<file path="config.mk">
export PLATFORM = sky130hd
export DESIGN_NAME = ssd_scan
export DESIGN_NICKNAME = d
export VERILOG_FILES = /design/src/rtl/ssd_scan.sv
export SDC_FILE = /design/constraint.sdc
export NUM_CORES = 1
export LEC_CHECK = 0
export ABC_AREA = 1
export BUFFER_PORTS_ARGS = -buffer_cell sky130_fd_sc_hd__buf_4
export CELL_PAD_IN_SITES_DETAIL_PLACEMENT = 1
export CELL_PAD_IN_SITES_GLOBAL_PLACEMENT = 1
export CORE_MARGIN = 5
export CORE_UTILIZATION = 41
export CTS_BUF_LIST = sky130_fd_sc_hd__clkbuf_2 sky130_fd_sc_hd__clkbuf_4 sky130_fd_sc_hd__clkbuf_8
export CTS_CLUSTER_DIAMETER = 60
export CTS_CLUSTER_SIZE = 30
export DETAILED_ROUTE_END_ITERATION = 8
export PLACE_DENSITY_LB_ADDON = 0.1
export SLEW_MARGIN = 20
export SYNTH_ARGS = -nofsm -noshare
export SYNTH_HDL_FRONTEND = slang
export SYNTH_SLANG_ARGS = --single-unit
</file>
<file path="constraint.sdc">
create_clock -name clk -period 2.17 [get_ports clk]
set_clock_uncertainty 0.1 [all_clocks]
set_input_delay 0.1085 -clock clk [delete_from_list [all_inputs] [get_ports clk]]
set_output_delay 0.1085 -clock clk [all_outputs]
set_load 0.05 [all_outputs]
</file>
<file path="src/rtl/ssd_scan.sv">
// Multiplexed hex seven-segment scanner with frame-aligned double-buffered load.
// Latency: outputs are registered, one cycle behind cnt/idx/active data; committed data appears the frame after load.
// Backpressure: none, load is always accepted; optional leading-zero blanking via SSD_LZB_EN.
module ssd_scan #(
    parameter int NDIGITS  = 4,
    parameter int SCAN_DIV = 1000,
    parameter int GUARD    = 2
) (
    input  logic                   clk,
    input  logic                   nrst,
    input  logic                   enable,
    input  logic                   load,
    input  logic [4*NDIGITS-1:0]   value,
    input  logic [NDIGITS-1:0]     blank,
    input  logic [NDIGITS-1:0]     dp,
    output logic [6:0]             seg,
    output logic                   dp_out,
    output logic [NDIGITS-1:0]     an,
    output logic                   frame_done
);

    localparam int CW = $clog2(SCAN_DIV);
    localparam int IW = (NDIGITS > 1) ? $clog2(NDIGITS) : 1;
    localparam logic [CW-1:0] CNT_LAST = CW'(SCAN_DIV - 1);
    localparam logic [CW-1:0] LIT_END  = CW'(SCAN_DIV - GUARD);
    localparam logic [IW-1:0] IDX_LAST = IW'(NDIGITS - 1);

    logic [CW-1:0]          cnt;
    logic [IW-1:0]          idx;
    logic                   cnt_wrap;
    logic                   boundary;

    logic [4*NDIGITS-1:0]   pend_val;
    logic [NDIGITS-1:0]     pend_blank;
    logic [NDIGITS-1:0]     pend_dp;
    logic                   pend_vld;
    logic [4*NDIGITS-1:0]   act_val;
    logic [NDIGITS-1:0]     act_blank;
    logic [NDIGITS-1:0]     act_dp;

    logic [3:0]             cur_nib;
    logic                   cur_blank;
    logic                   cur_dp;
    logic                   lz_dark;
    logic                   dark;
    logic [6:0]             glyph;
    logic [NDIGITS-1:0]     an_sel;

    assign cnt_wrap = (cnt == CNT_LAST);
    assign boundary = cnt_wrap && (idx == IDX_LAST);

    always_ff @(posedge clk or negedge nrst) begin
        if (!nrst) begin
            cnt <= '0;
            idx <= '0;
        end else if (cnt_wrap) begin
            cnt <= '0;
            idx <= (idx == IDX_LAST) ? '0 : idx + IW'(1);
        end else begin
            cnt <= cnt + CW'(1);
        end
    end

    // A load on the boundary edge lands in pending while the old pending commits.
    always_ff @(posedge clk or negedge nrst) begin
        if (!nrst) begin
            pend_val   <= '0;
            pend_blank <= '0;
            pend_dp    <= '0;
            pend_vld   <= 1'b0;
            act_val    <= '0;
            act_blank  <= '0;
            act_dp     <= '0;
        end else begin
            if (boundary && pend_vld) begin
                act_val   <= pend_val;
                act_blank <= pend_blank;
                act_dp    <= pend_dp;
            end
            if (load) begin
                pend_val   <= value;
                pend_blank <= blank;
                pend_dp    <= dp;
                pend_vld   <= 1'b1;
            end else if (boundary) begin
                pend_vld   <= 1'b0;
            end
        end
    end

    always_comb begin
        cur_nib   = '0;
        cur_blank = 1'b0;
        cur_dp    = 1'b0;
        an_sel    = '0;
        for (int k = 0; k < NDIGITS; k++) begin
            if (idx == IW'(k)) begin
                cur_nib   = act_val[4*k +: 4];
                cur_blank = act_blank[k];
                cur_dp    = act_dp[k];
                an_sel[k] = 1'b1;
            end
        end
    end

`ifdef SSD_LZB_EN
    logic zero_run;

    // Walk down from the top digit; digit 0 is never reached so it always shows.
    always_comb begin
        lz_dark  = 1'b0;
        zero_run = 1'b1;
        for (int k = NDIGITS - 1; k >= 1; k--) begin
            zero_run = zero_run && (act_val[4*k +: 4] == 4'h0);
            if (idx == IW'(k)) begin
                lz_dark = zero_run;
            end
        end
    end
`else
    assign lz_dark = 1'b0;
`endif

    always_comb begin
        case (cur_nib)
            4'h0:    glyph = 7'h3F;
            4'h1:    glyph = 7'h06;
            4'h2:    glyph = 7'h5B;
            4'h3:    glyph = 7'h4F;
            4'h4:    glyph = 7'h66;
            4'h5:    glyph = 7'h6D;
            4'h6:    glyph = 7'h7D;
            4'h7:    glyph = 7'h07;
            4'h8:    glyph = 7'h7F;
            4'h9:    glyph = 7'h67;
            4'hA:    glyph = 7'h77;
            4'hB:    glyph = 7'h7C;
            4'hC:    glyph = 7'h39;
            4'hD:    glyph = 7'h5E;
            4'hE:    glyph = 7'h79;
            default: glyph = 7'h71;
        endcase
    end

    assign dark = !enable || cur_blank || lz_dark;

    always_ff @(posedge clk or negedge nrst) begin
        if (!nrst) begin
            seg        <= '0;
            dp_out     <= 1'b0;
            an         <= '0;
            frame_done <= 1'b0;
        end else begin
            seg        <= dark ? 7'h00 : glyph;
            dp_out     <= !dark && cur_dp;
            an         <= (enable && (cnt < LIT_END)) ? an_sel : '0;
            frame_done <= boundary;
        end
    end

endmodule

</file>
==> results of run 1 <==
## critical path, delay by kind of cell (launching register included)
kind,cells,cell delay [ps]
buf+inv,4,400
fa+ha+maj,2,450
compound gates,2,200
simple gates,5,390
flops,1,450
## final cells by class
cell class | count | share of cell area, %
flip-flops and latches | 74 | 41.6
multi-input cells | 262 | 31.0
repair buffers | 76 | 15.1
inverters | 47 | 4.01
clock buffers | 11 | 3.11
well taps | 105 | 2.95
clock inverters | 5 | 2.30
## per-layer routing
metal | vias to the layer above | routed length [um] | global-route usage (%)
met2 | 54 | 3700 | 25.9
met4 | 0 | 209 | 7.26
met5 | - | 0 | 0
li1 | 1373 | - | -
met3 | 20 | 329 | 3.03
met1 | 1269 | 3660 | 22.3
## state kept, by name, indices dropped and copies added, names as in the netlist
name	count
act_blank	4
act_dp	4
act_val	16
an	4
cnt	10
dp_out	1
frame_done	1
idx	2
pend_blank	4
pend_dp	4
pend_val	16
pend_vld	1
seg	7
## cell usage in the layout (no fill, tap or decap), types with 2 or more instances in the layout
master / count
sky130_fd_sc_hd__nand2_1: 140
sky130_fd_sc_hd__dfrtp_1: 73
sky130_fd_sc_hd__buf_4: 47
sky130_fd_sc_hd__inv_1: 40
sky130_fd_sc_hd__dlygate4sd3_1: 26
sky130_fd_sc_hd__nor2_1: 24
sky130_fd_sc_hd__a21oi_1: 20
sky130_fd_sc_hd__o21ai_2: 16
sky130_fd_sc_hd__nand3_1: 15
sky130_fd_sc_hd__o21ai_0: 15
sky130_fd_sc_hd__clkbuf_8: 9
sky130_fd_sc_hd__inv_2: 6
sky130_fd_sc_hd__ha_1: 6
sky130_fd_sc_hd__ha_4: 4
sky130_fd_sc_hd__a21oi_2: 3
sky130_fd_sc_hd__bufinv_16: 3
sky130_fd_sc_hd__buf_12: 3
sky130_fd_sc_hd__nand2_2: 2
sky130_fd_sc_hd__nor3_4: 2
sky130_fd_sc_hd__nor2_2: 2
sky130_fd_sc_hd__a21boi_1: 2
sky130_fd_sc_hd__o21ai_1: 2
sky130_fd_sc_hd__xor2_1: 2
sky130_fd_sc_hd__clkbuf_4: 2
## timing repair
item	CTS	global route
setup endpoints to repair	5	7
buffers inserted	0	3
gates cloned	0	0
hold buffers	26	0
resized for setup	5	19
pin swaps	0	4
endpoints found under the hold margin	72	0
## power by group through the flow
stage / Combinational [mW] / Sequential (mW) / Clock (mW)
floorplan: 0.0543 / 1.49 / 0
global placement: 0.169 / 1.47 / 0
detailed placement: 0.173 / 1.47 / 0
CTS: 0.210 / 1.45 / 1.33
global route: 0.234 / 1.45 / 1.39
finish: 0.207 / 1.45 / 1.30
## cell families (layout without fill, tap and decap cells)
group / count (synthesis) / in the layout / share of synthesized area [%]
AND/OR/NAND/NOR: 190 / 190 / 23.1
XOR/XNOR: 2 / 2 / 0.514
buffers and inverters: 59 / 139 / 7.30
flip-flops: 74 / 74 / 54.3
AO/OA/AOI/OAI: 59 / 59 / 10.7
adder cells (fa/ha/maj): 11 / 11 / 4.04
## metrics by stage
step	util, %	hold slack (ps)	TNS (ps)	power (mW)
final	54.5	15.9	0	2.95
after global routing	54.5	26.7	-127	3.08
after CTS	53.3	3.62	0	2.99
after detailed placement	47.0	74.2	-237	1.65
after global placement	47.0	59.2	0	1.64
after floorplan	-	-287	0	1.55
## final timing paths
path / end / cells after the start
worst max-delay path: seg[3]$_DFF_PN0_ / 13
worst min-delay path: pend_blank[1]$_DFFE_PN0P_ / 3
worst max register to register: seg[3]$_DFF_PN0_ / 13
worst min register to register: pend_val[10]$_DFFE_PN0P_ / 2
max in group asynchronous: idx[0]$_DFFE_PN0N_ / 3
min in group asynchronous: cnt[6]$_DFF_PN0_ / 2
==> flow_summary.yaml, run 1 <==
clock_network:
  clock_pin_slew_on_the_worst_setup_and_hold_paths_ps: 80
  cts-root-buf: "sky130_fd_sc_hd__clkbuf_8"
  cts_max_path_buffers: 2
  cts.htree.levels: 3
  cts_tree: "built"
  tritoncts.num_buffers: 9
  clock-sinks: 74
  source_to_sink_clock_delay_at_the_later_pin_of_the_worst_skew_pair_ps: 350
drt:
  detail_route.wl_per_cell_um: 13.6
  via_count: 2716
  routed_wirelength_mm: 7.90
  detail_route.vias_per_cell: 4.68
  number_of_nets_with_antenna_violations_after_routing: 0
  count_of_tritonroute_iterations_in_the_first_routing_pass: 4
  count_of_routing_violations_after_the_opening_detailed_route_iteration: 55
  drcViolationCount: 0
logic_synthesis:
  post-synth-top-count-cell: "sky130_fd_sc_hd__nand2_1"
  asyncSetResetFlopFracSynth_pct: 100
  yosysWarnings: 0
  mappedNetlistNets: 434
  netlist.top_cell.by_area: "sky130_fd_sc_hd__dfrtp_1"
  post_synth.cell_area_avg_um2: 8.63
  synth_cells: 395
  yosys-top-cells-count: "sky130_fd_sc_hd__nand2_1, sky130_fd_sc_hd__dfrtp_1, sky130_fd_sc_hd__inv_1, sky130_fd_sc_hd__nor2_1, sky130_fd_sc_hd__a21oi_1"
  synth_top_cell_area_share_pct: 54.3
  synth-main-ff-cell: "sky130_fd_sc_hd__dfrtp_1"
  synth_area_leaders: "sky130_fd_sc_hd__dfrtp_1, sky130_fd_sc_hd__nand2_1, sky130_fd_sc_hd__inv_1"
  synth_sequential_area_ratio_pct: 54.3
  synth_area_mm2: 0.00341
  yosysUniqueCellTypes: 24
  synth_register_bits: 74
  edff_count_synth: 0
pwr:
  share_seq_of_total_power_pct: 49.0
  vdd_ir_drop_max_mv: 0.325
  cell_internal_pwr_mw: 2.31
  sw_frac_of_total_pct: 21.8
  leakagePower_nw: 2.26
  p_clk_share_pct: 44.0
  power_switching_uw: 645
  cellPowerDensity_mw_per_mm2: 662
  power_frac_comb_pct: 7.0
setup_path:
  worst-endpoint-required_ps: 2320
  worst_ep_arrival_time_ps: 2250
  worstPathMaxFanout: 4
  critical_path_class: "register to register"
  cp-startpoint: "idx[0]$_DFFE_PN0N_"
  slowest_stage_cell_crit_path: "sky130_fd_sc_hd__dfrtp_2"
  source_of_the_worst_register_to_register_timing_path: "idx[0]$_DFFE_PN0N_"
  setup.reg_to_reg.worst_slack_ps: 70
  setup.worst_path.start_class: "register"
  endpoint_kind: "register"
  slowest_delay_ps: 450
  critical_path.cell_chain: "inv_4 > ha_4 > inv_1 > nor2_2 > nand2_1 > nand2_1 > a21boi_1 > buf_4 > ha_1 > inv_2 > nand3_1 > a21oi_2 > nor2_2"
timing:
  report.final.setup_viol: 0
  worst_slew_pin_tran_ps: 614
  grt_setup_unrepaired: "true"
  maxSlewViolCount: 0
  fin_worst_setup_slack_ps: 70.2
  layout_min_cycle_time_ps: 2100
  slew_headroom_pct: 59.0
  final_hold_violation_count: 0
  min_period_over_period_pct: 96.8
  maxClockFrequency_ghz: 0.476
global_route:
  groute.usage.overall_pct: 16.5
  first_pass_grt_wire_length_mm: 13.3
  grt_overflow: 0
  number_of_global_route_vias_before_repair: 2795
  grt_max_degree: 49
  antenna_violations_before_repair: 0
finish:
  multi_input_gate_area_in_the_final_layout_mm2: 0.00138
  drive_above_1_share_pct: 22.5
  fillerInstances: 951
  layoutNonFillerInstCount: 580
  layout.nets: 509
  area_growth_from_synthesis_to_final_layout_pct: 30.8
  final-seq-area_mm2: 0.00185
  stdcell_area_mm2: 0.00446
  insertedDiodeCount: 0
placed_design:
  portBuffers: 40
  place_congestion: 0.854
  place.detailed.hpwl_mm: 5.36
  post_dp_cell_area_mm2: 0.00385
  pre_cts_ws_ps: -83.5
  placed_cells_incl_taps: 535
status:
  status: "complete, no violations"
die:
  start_util_pct: 41.7
  die_height_um: 101
  floorplan.core_area_mm2: 0.00818
  dieWidth_um: 101
  total_die_area_mm2: 0.0102
  top_level_ports: 41
  num_rows: 33
min_path:
  hold_start: "load"
  worstHoldPathType: "primary input to register"
flow_run:
  maxCapViolations: 0
(Power assumes the default switching activity.)
==> run 2, diff against run 1 <==
--- a/config.mk
+++ b/config.mk
@@ -15,6 +15,7 @@
 export CTS_CLUSTER_DIAMETER = 60
 export CTS_CLUSTER_SIZE = 30
 export DETAILED_ROUTE_END_ITERATION = 8
+export MAX_ROUTING_LAYER = met4
 export PLACE_DENSITY_LB_ADDON = 0.1
 export SLEW_MARGIN = 20
 export SYNTH_ARGS = -nofsm -noshare
==> run 2 against run 1 <==
Register-to-register slack about the same. Critical endpoint unchanged. Sequential share of layout area unchanged. Sequential power about the same. Power decreased by 0.11%.
==> flow_summary.yaml, run 2 (synthesis gave the netlist of run 1 again) <==
status:
  status: "complete, no violations"
global_route:
  first_pass_grt_wire_length_mm: 13.3
  groute.usage.overall_pct: 17.0
  number_of_global_route_vias_before_repair: 2788
  grt_overflow: 0
  antenna_violations_before_repair: 0
  grt_max_degree: 49
setup_path:
  source_of_the_worst_register_to_register_timing_path: "idx[0]$_DFFE_PN0N_"
  slowest_stage_cell_crit_path: "sky130_fd_sc_hd__dfrtp_2"
  setup.reg_to_reg.worst_slack_ps: 70
  cp-endpoint: "seg[3]$_DFF_PN0_"
  setup.worst_path.start_class: "register"
  worstPathMaxFanout: 4
  critical_path.cell_chain: "inv_4 > ha_4 > inv_1 > nor2_2 > nand2_1 > nand2_1 > a21boi_1 > buf_4 > ha_1 > inv_2 > nand3_1 > a21oi_2 > nor2_2"
  critical_path_class: "register to register"
  reg2reg_depth: 13
  endpoint_kind: "register"
  worst_ep_arrival_time_ps: 2250
  cp-startpoint: "idx[0]$_DFFE_PN0N_"
  slowest_delay_ps: 450
  critical_path.reg2reg.endpoint: "seg[3]$_DFF_PN0_"
  worst-endpoint-required_ps: 2320
finish:
  fin_util_pct: 54.5
  multi_input_gate_area_in_the_final_layout_mm2: 0.00138
  fillerInstances: 951
  layout.nets: 509
  final-seq-area_mm2: 0.00185
  layoutNonFillerInstCount: 580
  drive_above_1_share_pct: 22.5
  layout_commonest_cell: "sky130_fd_sc_hd__nand2_1"
  area_growth_from_synthesis_to_final_layout_pct: 30.8
  stdcell_area_mm2: 0.00446
  insertedDiodeCount: 0
  mostFrequentLayoutCells: "sky130_fd_sc_hd__nand2_1, sky130_fd_sc_hd__dfrtp_1, sky130_fd_sc_hd__buf_4, sky130_fd_sc_hd__inv_1, sky130_fd_sc_hd__dlygate4sd3_1"
  reg.largest.list: "act_val (16), pend_val (16), cnt (10)"
die:
  start_util_pct: 41.7
  die_height_um: 101
  num_rows: 33
  dieWidth_um: 101
  floorplan.core_area_mm2: 0.00818
  total_die_area_mm2: 0.0102
  top_level_ports: 41
drt:
  detail_route.wl_per_cell_um: 13.6
  count_of_routing_violations_after_the_opening_detailed_route_iteration: 78
  number_of_nets_with_antenna_violations_after_routing: 0
  count_of_tritonroute_iterations_in_the_first_routing_pass: 4
  detail_route.vias_per_cell: 4.69
  via_count: 2721
  routed_wirelength_mm: 7.89
  drcViolationCount: 0
clock_network:
  tritoncts.num_buffers: 9
  cts.htree.levels: 3
  clock-sinks: 74
  cts_tree: "built"
  clock_pin_slew_on_the_worst_setup_and_hold_paths_ps: 80
  source_to_sink_clock_delay_at_the_later_pin_of_the_worst_skew_pair_ps: 350
  cts_max_path_buffers: 2
  cts-root-buf: "sky130_fd_sc_hd__clkbuf_8"
flow_run:
  maxCapViolations: 0
placed_design:
  place.detailed.hpwl_mm: 5.36
  place_congestion: 0.868
  placed_cells_incl_taps: 535
  portBuffers: 40
  post_dp_cell_area_mm2: 0.00385
pwr:
  leakagePower_nw: 2.26
  design_power_total_mw: 2.95
  vdd_ir_drop_max_mv: 0.325
  cellPowerDensity_mw_per_mm2: 662
timing:
  min_period_over_period_pct: 96.7
  layout_min_cycle_time_ps: 2100
  slew_headroom_pct: 58.8
  final_hold_violation_count: 0
  grt_setup_unrepaired: "true"
  worst_slew_pin_tran_ps: 618
  maxSlewViolCount: 0
  maxClockFrequency_ghz: 0.476
  report.final.setup_viol: 0
min_path:
  hold_start: "load"
  worstHoldPathType: "primary input to register"
## run 2: how the worst min path moves through the flow
stage / endpoint / slack (ps) / depth (start not counted)
global placement: cnt[6]$_DFF_PN0_ / 60 / 1
finish: pend_blank[1]$_DFFE_PN0P_ / 10 / 3
CTS: pend_blank[1]$_DFFE_PN0P_ / 4 / 3
global route: pend_blank[0]$_DFFE_PN0P_ / 20 / 3
detailed placement: cnt[6]$_DFF_PN0_ / 70 / 1
floorplan: act_blank[0]$_DFFE_PN0P_ / -290 / 0
## run 2: routing by layer
| metal | up-vias | GRT usage, % | share of wire, % |
|---|---|---|---|
| met5 | - | - | 0 |
| met3 | 17 | 3.86 | 4.5 |
| met4 | 0 | 6.34 | 2.3 |
| li1 | 1374 | - | - |
| met2 | 57 | 25.9 | 46 |
| met1 | 1273 | 22.3 | 47 |
## run 2: repair_timing
| item | 4_1_cts | 5_1_grt |
|---|---|---|
| hold endpoints to repair | 72 | 0 |
| setup buffers | 0 | 3 |
| resized for setup | 5 | 19 |
| setup endpoints to repair | 5 | 7 |
| pin swaps | 0 | 4 |
| hold buffers | 26 | 0 |
## run 2: area by class of cell
type,instances,area share (%)
clock buffer,11,3.11
tap,105,2.95
inverter,47,4.01
timing repair buffer,76,15.1
multi-input combinational,262,31.0
sequential,74,41.6
clock inverter,5,2.30
## run 2: power by group
part / switching, mW / total (mW) / leakage, nW / internal, mW
combinational: 0.110 / 0.207 / 1.18 / 0.0962
sequential: 0.0223 / 1.45 / 0.954 / 1.42
clock: 0.509 / 1.30 / 0.120 / 0.788
## run 2: per-stage QoR
step	hold slack, ps	TNS [ps]	setup WS [ps]
finish	13.4	0	71.3
global placement	59.2	0	92.5
global route	21.7	-124	-46.1
detailed placement	74.2	-237	-83.5
CTS	3.62	0	6.33
floorplan	-287	0	59.8
## run 2: critical path: cells and delay by family (launching register included)
kind | cells | cell delay (ps)
fa+ha+maj | 2 | 450
simple gates | 5 | 390
buf+inv | 4 | 400
compound gates | 2 | 200
flops | 1 | 450
